### src/rtl/trng_collector.sv
// TRNG collector: synchronizes a raw entropy bit, von Neumann debiases it,
// packs bytes for a valid/ready consumer and monitors repetition health.
module trng_collector #(
  parameter int XCLK_DIV  = 8,
  parameter int REP_LIMIT = 32
) (
  input  logic       clk,
  input  logic       resetn,
  input  logic       raw_in,
  input  logic       enable,
  output logic [7:0] out_data,
  output logic       out_valid,
  input  logic       out_ready,
  output logic       health_fail,
  output logic       overflow
);

  localparam int DW = (XCLK_DIV > 1) ? $clog2(XCLK_DIV) : 1;

  typedef enum logic {
    FIRST,
    SECOND
  } vn_t;

  logic          sync1;
  logic          sync2;
  logic [DW-1:0] div;
  logic          strobe;

  vn_t           state;
  vn_t           state_nx;
  logic          first_bit;
  logic          first_nx;
  logic          emit;

  logic [7:0]    sr;
  logic [3:0]    cnt;
  logic          full_word;
  logic          load;

  logic [7:0]    run;
  logic          last_smp;

  assign strobe    = enable && (div == DW'(XCLK_DIV - 1));
  assign full_word = (cnt == 4'd8);
  assign load      = full_word && (!out_valid || out_ready)
                     && !health_fail;

  always_ff @(posedge clk) begin
    if (!resetn) begin
      sync1 <= 1'b0;
      sync2 <= 1'b0;
      div   <= '0;
    end else begin
      sync1 <= raw_in;
      sync2 <= sync1;
      if (!enable || strobe) div <= '0;
      else                   div <= div + 1'b1;
    end
  end

  always_comb begin
    state_nx = state;
    first_nx = first_bit;
    emit     = 1'b0;
    if (!enable) begin
      state_nx = FIRST;
    end else if (strobe) begin
      case (state)
        FIRST: begin
          first_nx = sync2;
          state_nx = SECOND;
        end
        SECOND: begin
          emit     = (first_bit != sync2);
          state_nx = FIRST;
        end
        default: state_nx = FIRST;
      endcase
    end
  end

  always_ff @(posedge clk) begin
    if (!resetn) begin
      state     <= FIRST;
      first_bit <= 1'b0;
    end else begin
      state     <= state_nx;
      first_bit <= first_nx;
    end
  end

  // A bit arriving during a word move starts the next word.
  always_ff @(posedge clk) begin
    if (!resetn) begin
      sr       <= '0;
      cnt      <= '0;
      out_data <= '0;
      out_valid <= 1'b0;
      overflow <= 1'b0;
    end else begin
      unique case (1'b1)
        load: begin
          out_data  <= sr;
          out_valid <= 1'b1;
          cnt       <= emit ? 4'd1 : 4'd0;
          if (emit) sr <= {sr[6:0], first_bit};
        end
        (emit && !full_word): begin
          sr  <= {sr[6:0], first_bit};
          cnt <= cnt + 4'd1;
        end
        default: ;
      endcase
      if (!load && out_valid && out_ready) out_valid <= 1'b0;
      if (emit && full_word && !load) overflow <= 1'b1;
    end
  end

  // run==0 means no sample seen since reset.
  always_ff @(posedge clk) begin
    if (!resetn) begin
      run         <= '0;
      last_smp    <= 1'b0;
      health_fail <= 1'b0;
    end else begin
      if (strobe) begin
        last_smp <= sync2;
        if (run != 8'd0 && sync2 == last_smp) begin
          if (run != 8'(REP_LIMIT)) run <= run + 8'd1;
        end else begin
          run <= 8'd1;
        end
      end
      if (run == 8'(REP_LIMIT)) health_fail <= 1'b1;
    end
  end

endmodule

### config.mk
export PLATFORM = sky130hd
export DESIGN_NAME = trng_collector
export DESIGN_NICKNAME = d
export VERILOG_FILES = /design/src/rtl/trng_collector.sv
export SDC_FILE = /design/constraint.sdc
export NUM_CORES = 1
export LEC_CHECK = 0
export CORE_AREA = 5 5 63 65
export CTS_CLUSTER_SIZE = 14
export DETAILED_ROUTE_END_ITERATION = 10
export DIE_AREA = 0 0 68 70
export PLACE_DENSITY = 0.74
export SLEW_MARGIN = 20
export SYNTH_ARGS = -nofsm -noshare
export SYNTH_HDL_FRONTEND = slang
export SYNTH_SLANG_ARGS = --single-unit
### constraint.sdc
create_clock -name clk -period 2.5 [get_ports clk]
set_input_delay 0.375 -clock clk [delete_from_list [all_inputs] [get_ports clk]]
set_output_delay 0.375 -clock clk [all_outputs]
set_load 0.02 [all_outputs]
==> out/qor.txt, run 1 <==
critical-path maximum fanout = 14
Worst-Margin Slew = 0.495 ns
Die X = 68 um
final max-slew violation count = 0
Final Hold Vio Count = 0
sum of negative setup slack = 0 ns
pin count of the biggest net entering global routing = 24
DR pass1 iterations = 4
global route hottest layer = met2
status = finished clean
initial core utilization = 0.527
cell taking the most area after synthesis = dfxtp_1
Multi-input gate area = 868 um2
CTS max path bufs = 2
Mapped Cells = 179
worst path required time = 2.76 ns
H-tree depth = 2
mux share of post-synthesis cell area = 0.0578
gr usage total = 0.149
Synth Area in Simple Gates = 0.225
top cells by count, synth = dfxtp_1, nor2b_1, nand3_1
iteration-0 DRC count of the detailed router = 68
antenna viol nets, final = 0
diodes inserted = 0
number of vias in the routed layout = 1299
number of top-level pins = 16
relative slew slack = 0.670
PD cells = 550 nW/um2
Post-Synth XOR/XNOR Area = 0.0405
worst skew pair latency = 0.35 ns
post-DP HPWL = 2.30 mm
Seq/Total Area, Yosys = 0.451
# setup viols final = 0
Post-CTS Setup Inserts = 0
total CTS buffers = 5
fmax = 503 MHz
CTS tree = done
GR Layer Usage met2 = 0.236
CTS clk-pin slew, worst paths = 0.11 ns
critical path arrival = 2.25 ns
port bufs = 15
aggregate routed wire length = 3.16 mm
post_cts resized = 0
Via density = 5.35
Peak VDD IR = 396 uV
#FFs+latches synth = 39
full die area = 4760 um2
synthesized area per cell = 9.67 um2
worst min path class = reg2reg
RSZ-0062 raised after global routing = false
Vert. Die Dim = 70 um
WS Path Type = reg2reg
largest family of logic cells by synthesized area = simple AND/OR/NAND/NOR gates
placed cells = 235
Netlist Area Pre-Place = 1730 um2
first-pass GRT wire length = 5.45 mm
Post-synth top flop = dfxtp_1
GRT met1 Usage = 0.187
Post-synth EDFFs = 0
# rows = 21
Async S/R FF share, synth = 0
syn nets = 190
crit path time final = 1.99 ns
post-synthesis compound-gate area fraction = 0.135
Post-Layout Cell Count = 243
gr ovfl total = 0
max cap viols = 0
average wire per standard cell = 13.0 um
library cells used by synthesis = 39
register area = 781 um2
fillcell total = 291
Tcrit/Tclk final = 0.796
CORE AREA = 3280 um2
met3 Usage GRT = 0.0481
Num Clock Sinks = 39
DRC violation count after routing = 0
ranking of synthesized cells by area = dfxtp_1, mux2i_1, ha_1
GP Congestion = 0.749
area fraction of the dominant cell type after synthesis = 0.451
Setup crit end kind = register
Synth Warn # = 0
layout cells sized above 1 = 0.0914
Worst Skew = 0.00762 ns
clk root buf = clkbuf_4
initial antenna violation count = 0
Area Overhead vs Synth = 14.7%
crit start category = register
hold-fix buffer count after cts = 0
Adder-Cell Fraction of Synth Area = 0.0434
Pleak = 0.000717 uW
count leader, synth = dfxtp_1
number of nets in the layout = 207
vias in the first global route = 1203
stage by stage:
stage / total power [uW] / hold WS, ns / setup slack, ns / utilization / cell area, um2
after detailed placement: 667 / 0.421 / 0.390 / 0.578 / 1900
after CTS: 1100 / 0.442 / 0.506 / 0.604 / 1980
final: 1090 / 0.442 / 0.511 / 0.604 / 1980
after global routing: 1130 / 0.454 / 0.337 / 0.604 / 1980
after global placement: 666 / 0.415 / 0.477 / 0.578 / 1900
after floorplan: 656 / 0.407 / 0.860 / - / 1730
final timing paths:
path | startpoint | endpoint | slack [ns] | cells after the start
setup / recovery | div[0]$_SDFF_PP0_ | cnt[2]$_SDFFE_PN0P_ | 0.51 | 6
hold / removal | div[0]$_SDFF_PP0_ | div[0]$_SDFF_PP0_ | 0.44 | 1
setup reg to reg | div[0]$_SDFF_PP0_ | cnt[2]$_SDFFE_PN0P_ | 0.51 | 6
hold reg to reg | div[0]$_SDFF_PP0_ | div[0]$_SDFF_PP0_ | 0.44 | 1
critical path, stage by stage, from the launching register on:
cell and delay, ns:
dfxtp_1 0.35, ha_1 0.16, ha_1 0.26, and2_1 0.24, and3_1 0.50, a31oi_1 0.15
a41o_2 0.24
layout by cell type, fill, tap and decap left out:
cell type	netlist	layout
o21ai_0	10	10
o21ba_2	1	1
o31ai_1	1	1
buf_4	2	3
xor2_1	5	5
nand2_1	10	10
clkdlybuf4s50_1	0	15
clkinv_2	0	1
ha_1	6	6
a31o_2	1	1
a21boi_0	1	1
a41o_2	1	1
clkbuf_4	0	5
dfxtp_1	39	39
a21oi_1	4	4
mux2i_1	10	10
clkbuf_8	0	1
nor2b_1	12	12
a21boi_1	8	8
and4_1	1	1
and2_1	7	7
o21bai_2	1	1
and2b_1	1	1
o2111a_1	1	1
a31oi_1	1	1
inv_1	5	5
and3_1	4	4
nand3b_4	1	1
nor2_1	10	10
bufinv_16	0	1
or3b_1	1	1
a211oi_1	1	1
nor3_1	3	3
nand3_1	11	11
o21a_1	3	3
and3_2	1	1
nor3_2	1	1
nor4_1	1	1
xnor2_1	3	3
nand4_1	5	5
state kept, by name (all words and copies together), names as in the netlist:
register and flops:
out_data 8, run 8, sr 8, cnt 4
div 3, first_bit 1, health_fail 1, last_smp 1
out_valid 1, overflow 1, state 1, sync1 1
sync2 1
layer usage:
metal | up-vias | wire, um | share of wire
met5 | - | 0 | 0
met4 | 0 | 53 | 0.017
met3 | 6 | 157 | 0.050
met2 | 27 | 1520 | 0.48
met1 | 605 | 1430 | 0.45
li1 | 661 | - | -
power breakdown:
group	switching, uW	total [uW]	internal, uW
clock	203	439	236
sequential	1.69	626	624
combinational	12.1	26.8	14.7
total	217	1090	875
final cells by class:
cell class,count,share of cell area
multi-input cells,127,0.438
flip-flops and latches,39,0.393
inverters,5,0.00946
well taps,46,0.0290
clock buffers,6,0.0259
repair buffers,18,0.0870
clock inverters,2,0.0177
cell families after synthesis:
| kind of cell | after synthesis |
|---|---|
| and+or+nand+nor | 69 |
| DFF | 39 |
| AOI/OAI and AO/OA | 34 |
| buffers and inverters | 13 |
| muxes | 10 |
| xor gates and xnor gates | 8 |
| adders and majority gates | 6 |
(Power assumes the default switching activity.)
==> run 2: changes to the inputs <==
Clock period 2.5 ns to 1.89 ns, I/O delays scaled along.
==> run 2 against run 1 <==
Against the previous run: clock skew increased by 0.00053 ns; design area is 0.69% lower; routed wire length is 3.9% higher; core utilization down 0.42 points; first-iteration DRC count down 5.9%; clock power is 7.1% lower; critical path depth fell by 5; cell count is 1.2% higher; worst hold slack improved by 0.0077 ns; critical path type is now reg2out; largest power group unchanged.
==> out/qor.txt, run 2 (synthesized netlist as in run 1, its figures left out) <==
final max-slew violation count = 0 (unchanged)
H-tree depth = 2 (unchanged)
clk root buf = clkbuf_4
Tcrit/Tclk final = 0.930
gr ovfl total = 0 (unchanged)
initial antenna violation count = 0 (unchanged)
critical-path maximum fanout = 6 (-8)
GR Layer Usage met2 = 0.222 (-0.0139)
worst path bufs/invs = 1 (+1)
aggregate routed wire length = 3.28 mm (+3.9%)
Num Clock Sinks = 39 (unchanged)
DR pass1 iterations = 4 (unchanged)
Post-CTS Setup Inserts = 0 (unchanged)
Worst-Margin Slew = 0.450 ns (-0.0442 ns)
Die X = 68 um (unchanged)
register area = 781 um2 (unchanged)
first-pass GRT wire length = 5.82 mm (+6.8%)
Via density = 5.37 (+0.38%)
layout cells sized above 1 = 0.0950 (+0.00363)
number of vias in the routed layout = 1320 (+1.6%)
vias in the first global route = 1273 (+5.8%)
worst min path class = reg2reg
Pleak = 0.000713 uW (-0.45%)
Area Overhead vs Synth = 13.9%
CTS clk-pin slew, worst paths = 0.11 ns (about the same)
total CTS buffers = 5 (unchanged)
biggest regs = out_data x8, run x8, sr x8
worst skew pair latency = 0.35 ns (about the same)
RSZ-0062 raised after global routing = false
Internal Power = 991 uW (+13%)
Worst Setup EP = health_fail
global route hottest layer = met2
pin count of the biggest net entering global routing = 23 (-4.2%)
Vert. Die Dim = 70 um (unchanged)
met3 Usage GRT = 0.0449 (-0.00321)
WS Path Type = reg2out
delay-heaviest family, CP = buffers and inverters
commonest non-fill, non-tap cell in the layout = dfxtp_1
R2R depth = 7 (+1)
critical path arrival = 1.48 ns (-0.77 ns)
post_cts resized = 0 (unchanged)
worst path required time = 1.61 ns (-1.15 ns)
crit path from = health_fail$_SDFFE_PN0N_
sw frac = 0.221 (+0.0230)
Peak VDD IR = 412 uV (+4.1%)
commonest cells after routing, fill and taps aside = dfxtp_1, clkdlybuf4s50_1, nor2b_1
Multi-input gate area = 868 um2 (unchanged)
pre-CTS WS = 0.0921 ns (-0.298 ns)
worst r2r dst = run[1]$_SDFFE_PN0P_
crit path time final = 1.76 ns
Logic pwr share = 0.030 (+0.005)
critical-path cell list = clkdlybuf4s50_1
Worst Skew = 0.00815 ns (+0.000534 ns)
crit start category = register
sum of negative setup slack = 0 ns (unchanged)
diodes inserted = 0 (unchanged)
Max stage delay on crit path = 0.66 ns (+0.16 ns)
fillcell total = 285 (-2.1%)
CORE AREA = 3280 um2 (unchanged)
RR Startpoint = div[0]$_SDFF_PP0_
FF-to-FF setup slack = 0.18 ns (-0.33 ns)
port bufs = 15 (unchanged)
Setup crit end kind = output port
antenna viol nets, final = 0 (unchanged)
relative slew slack = 0.697 (+0.0267)
gr usage total = 0.158 (+0.00830)
# setup viols final = 0 (unchanged)
status = finished clean
number of top-level pins = 16 (unchanged)
PD cells = 646 nW/um2 (+17%)
Crit path depth = 1 (-5)
average wire per standard cell = 13.3 um (+2.6%)
full die area = 4760 um2 (unchanged)
# rows = 21 (unchanged)
Final Hold Vio Count = 0 (unchanged)
Worst Setup Slack, final = 0.131 ns (-0.380 ns)
CTS tree = done
fmax = 569 MHz
Sequential Power Share = 0.650 (+0.077)
post-DP HPWL = 2.32 mm (+0.87%)
initial core utilization = 0.527 (unchanged)
GP Congestion = 0.839 (+12%)
iteration-0 DRC count of the detailed router = 64 (-5.9%)
CTS max path bufs = 2 (unchanged)
Clock power frac = 0.320 (-0.082)
GRT met1 Usage = 0.217 (+0.0294)
Sw Pwr = 282 uW (+30%)
number of nets in the layout = 210 (+1.4%)
Slowest cell on crit path = clkdlybuf4s50_1
DRC violation count after routing = 0 (unchanged)
max cap viols = 0 (unchanged)
hold-fix buffer count after cts = 0 (unchanged)
[run 2: power groups by stage]
| stage | combinational [uW] | clock [uW] | sequential, uW |
|---|---|---|---|
| finish | 37.8 | 408 | 828 |
| global route | 41.3 | 446 | 829 |
| CTS | 38.1 | 414 | 828 |
| detailed placement | 37.6 | 0 | 847 |
| global placement | 36.8 | 0 | 846 |
| floorplan | 21.5 | 0 | 846 |
[run 2: final cells by class]
| class | count | area share |
|---|---|---|
| flip-flops and latches | 39 | 0.396 |
| clock buffers | 7 | 0.0229 |
| clock inverters | 1 | 0.00254 |
| well taps | 46 | 0.0292 |
| repair buffers | 21 | 0.0990 |
| inverters | 5 | 0.00952 |
| multi-input cells | 127 | 0.441 |
[run 2: stage by stage]
| stage | cells | area [um2] | hold WS [ns] | util | power (uW) |
|---|---|---|---|---|---|
| floorplan | 179 | 1730 | 0.407 | - | 868 |
| global placement | 238 | 1920 | 0.414 | 0.585 | 883 |
| detailed placement | 238 | 1920 | 0.423 | 0.585 | 884 |
| CTS | 246 | 1970 | 0.449 | 0.600 | 1280 |
| global route | 246 | 1970 | 0.485 | 0.600 | 1320 |
| finish | 246 | 1970 | 0.450 | 0.600 | 1270 |
[run 2: worst min-delay path by stage]
stage | startpoint | endpoint | slack [ns] | depth (start not counted)
3_3_place_gp | div[0]$_SDFF_PP0_ | div[0]$_SDFF_PP0_ | 0.41 | 1
5_1_grt | div[0]$_SDFF_PP0_ | div[0]$_SDFF_PP0_ | 0.48 | 1
3_5_place_dp | sync1$_SDFF_PN0_ | sync2$_SDFF_PN0_ | 0.42 | 1
6_report | sync1$_SDFF_PN0_ | sync2$_SDFF_PN0_ | 0.45 | 1
2_1_floorplan | div[0]$_SDFF_PP0_ | div[0]$_SDFF_PP0_ | 0.41 | 1
4_1_cts | sync1$_SDFF_PN0_ | sync2$_SDFF_PN0_ | 0.45 | 1
[run 2: metal layers]
layer / part of all wire / wire length (um)
met2: 0.44 / 1440
met3: 0.048 / 158
met5: 0 / 0
met4: 0.026 / 85
met1: 0.49 / 1600
[run 2: worst register-to-register path, cell delays in order, from the launching register on]
cell	delay [ns]
dfxtp_1	0.34
ha_1	0.20
ha_1	0.19
buf_4	0.15
nand2_1	0.13
o21ai_0	0.12
a31o_2	0.28
nor3_1	0.21
==> run 3: changes to the inputs <==
Settings changed: CELL_PAD_IN_SITES_DETAIL_PLACEMENT from default to 0, CELL_PAD_IN_SITES_GLOBAL_PLACEMENT from default to 2, CORE_AREA 5 5 63 65 to 5 5 77 79, DIE_AREA 0 0 68 70 to 0 0 82 84, PLACE_DENSITY 0.74 to default, PLACE_DENSITY_LB_ADDON from default to 0.1, SLEW_MARGIN 20 to 10.
==> run 3 against run 2 <==
Against the previous run: sequential share of layout area down 1.5 points; first-iteration DRC count down 7.8%; sequential power about the same; via count down 3.6%; cell count up 11%; total power up 9.6%.
==> out/qor.txt, run 3 (synthesized netlist as in run 1, its figures left out) <==
status = finished clean
pin count of the biggest net entering global routing = 19 (-17%)
Placed Area = 1970 um2 (+2.3%)
PD cells = 682 nW/um2 (+5.5%)
Tcrit/Tclk final = 0.916 (-0.0146)
number of nets in the layout = 210 (unchanged)
total CTS buffers = 5 (unchanged)
Worst Skew = 0.00947 ns (+0.00132 ns)
hold slack = 0.439 ns (-0.0107 ns)
gr usage total = 0.114 (-0.0435)
DR pass1 iterations = 4 (unchanged)
design area = 2050 um2 (+3.9%)
GP Congestion = 0.783 (-6.7%)
Max stage delay on crit path = 0.34 ns (-0.32 ns)
Pleak = 0.000728 uW (+2.0%)
# rows = 27 (+29%)
CTS max path bufs = 2 (unchanged)
relative slew slack = 0.681 (-0.0157)
CORE AREA = 5270 um2 (+60%)
diodes inserted = 0 (unchanged)
power consumption = 1400 uW (+9.6%)
crit start category = register
port bufs = 15 (unchanged)
Vert. Die Dim = 84 um (+20%)
delay-heaviest family, CP = simple AND/OR/NAND/NOR gates
antenna viol nets, final = 0 (unchanged)
Final Hold Vio Count = 0 (unchanged)
Crit path depth = 7 (+6)
CTS tree = done
RSZ-0062 raised after global routing = false
layout cells sized above 1 = 0.100 (+0.00500)
first-pass GRT wire length = 6.08 mm (+4.4%)
Crit path top cell by count = ha_1
worst min path class = reg2reg
final max-slew violation count = 0 (unchanged)
full die area = 6890 um2 (+45%)
average wire per standard cell = 12.9 um (-3.2%)
max cap viols = 0 (unchanged)
GR Layer Usage met2 = 0.168 (-0.0541)
worst r2r dst = run[2]$_SDFFE_PN0P_
WS Path Type = reg2reg
clk root buf = clkbuf_8
DRC violation count after routing = 0 (unchanged)
hold-fix buffer count after cts = 0 (unchanged)
vias in the first global route = 1290 (+1.3%)
Worst Setup Slack, final = 0.159 ns (+0.0277 ns)
aggregate routed wire length = 3.51 mm (+7.0%)
Worst Setup EP = run[2]$_SDFFE_PN0P_
R2R depth = 7 (unchanged)
# setup viols final = 0 (unchanged)
worst skew pair latency = 0.29 ns (-0.06 ns)
GRT met1 Usage = 0.153 (-0.0635)
Area Overhead vs Synth = 18.4%
crit path from = div[0]$_SDFF_PP0_
post-DP HPWL = 2.53 mm (+9.1%)
global route hottest layer = met2
gr ovfl total = 0 (unchanged)
critical-path maximum fanout = 8 (+2)
Via density = 4.68 (-13%)
Die X = 82 um (+21%)
critical-path cell list = ha_1, ha_1, and2_1, buf_4, nand2_1, or3b_1, a21oi_1
worst path required time = 2.12 ns (+0.51 ns)
met3 Usage GRT = 0.0356 (-0.00923)
pre-CTS WS = 0.121 ns (+0.0292 ns)
Num Clock Sinks = 39 (unchanged)
sum of negative setup slack = 0 ns (unchanged)
iteration-0 DRC count of the detailed router = 59 (-7.8%)
initial core utilization = 0.328 (-0.199)
Peak VDD IR = 311 uV (-25%)
biggest regs = out_data x8, run x8, sr x8
FF-to-FF setup slack = 0.16 ns (-0.02 ns)
number of top-level pins = 16 (unchanged)
Slowest cell on crit path = dfxtp_1
RR Startpoint = div[0]$_SDFF_PP0_
fmax = 578 MHz (+1.6%)
commonest cells after routing, fill and taps aside = dfxtp_1, clkdlybuf4s50_1, nor2b_1
commonest non-fill, non-tap cell in the layout = dfxtp_1
Setup crit end kind = register
Worst-Margin Slew = 0.474 ns (+0.0233 ns)
critical path arrival = 1.96 ns (+0.48 ns)
crit path time final = 1.73 ns (-0.0277 ns)
CTS clk-pin slew, worst paths = 0.08 ns (-0.03 ns)
initial antenna violation count = 0 (unchanged)
number of vias in the routed layout = 1273 (-3.6%)
worst path bufs/invs = 1 (unchanged)
H-tree depth = 2 (unchanged)
## run 3: repair_timing
item	4_1_cts	5_1_grt
endpoints found under the hold margin	0	0
gates resized for setup	0	1
setup endpoints to repair	0	7
setup buffers	0	0
## run 3: how the worst min path moves through the flow
stage	from	end	slack, ns	cells past startpoint
after CTS	sync1$_SDFF_PN0_	sync2$_SDFF_PN0_	0.44	1
after global placement	sync1$_SDFF_PN0_	sync2$_SDFF_PN0_	0.42	1
final	div[0]$_SDFF_PP0_	div[0]$_SDFF_PP0_	0.44	1
after floorplan	div[0]$_SDFF_PP0_	div[0]$_SDFF_PP0_	0.41	1
after global routing	sync1$_SDFF_PN0_	sync2$_SDFF_PN0_	0.46	1
after detailed placement	sync1$_SDFF_PN0_	sync2$_SDFF_PN0_	0.42	1
## run 3: cell type report
class / count / area [um2]
fill: 551 / 3220
multi-input combinational: 127 / 870
sequential: 39 / 781
timing repair buffer: 21 / 208
tap: 72 / 90.1
clock buffer: 7 / 76.3
inverter: 5 / 18.8
clock inverter: 1 / 5.00
## run 3: per-stage QoR
stage,utilization,std cells
floorplan,-,179
global placement,0.373,264
detailed placement,0.373,264
CTS,0.388,272
global route,0.389,272
finish,0.389,272
## run 3: power breakdown
group,switching [uW],internal [uW]
logic,17.0,22.1
registers,2.30,825
clock network,271,259
total,290,1110
## run 3: metal layers
| layer | vias to the layer above | share of wire |
|---|---|---|
| met1 | 580 | 0.51 |
| met5 | - | 0 |
| met3 | 7 | 0.026 |
| met4 | 0 | 0.021 |
| met2 | 21 | 0.44 |
| li1 | 665 | - |
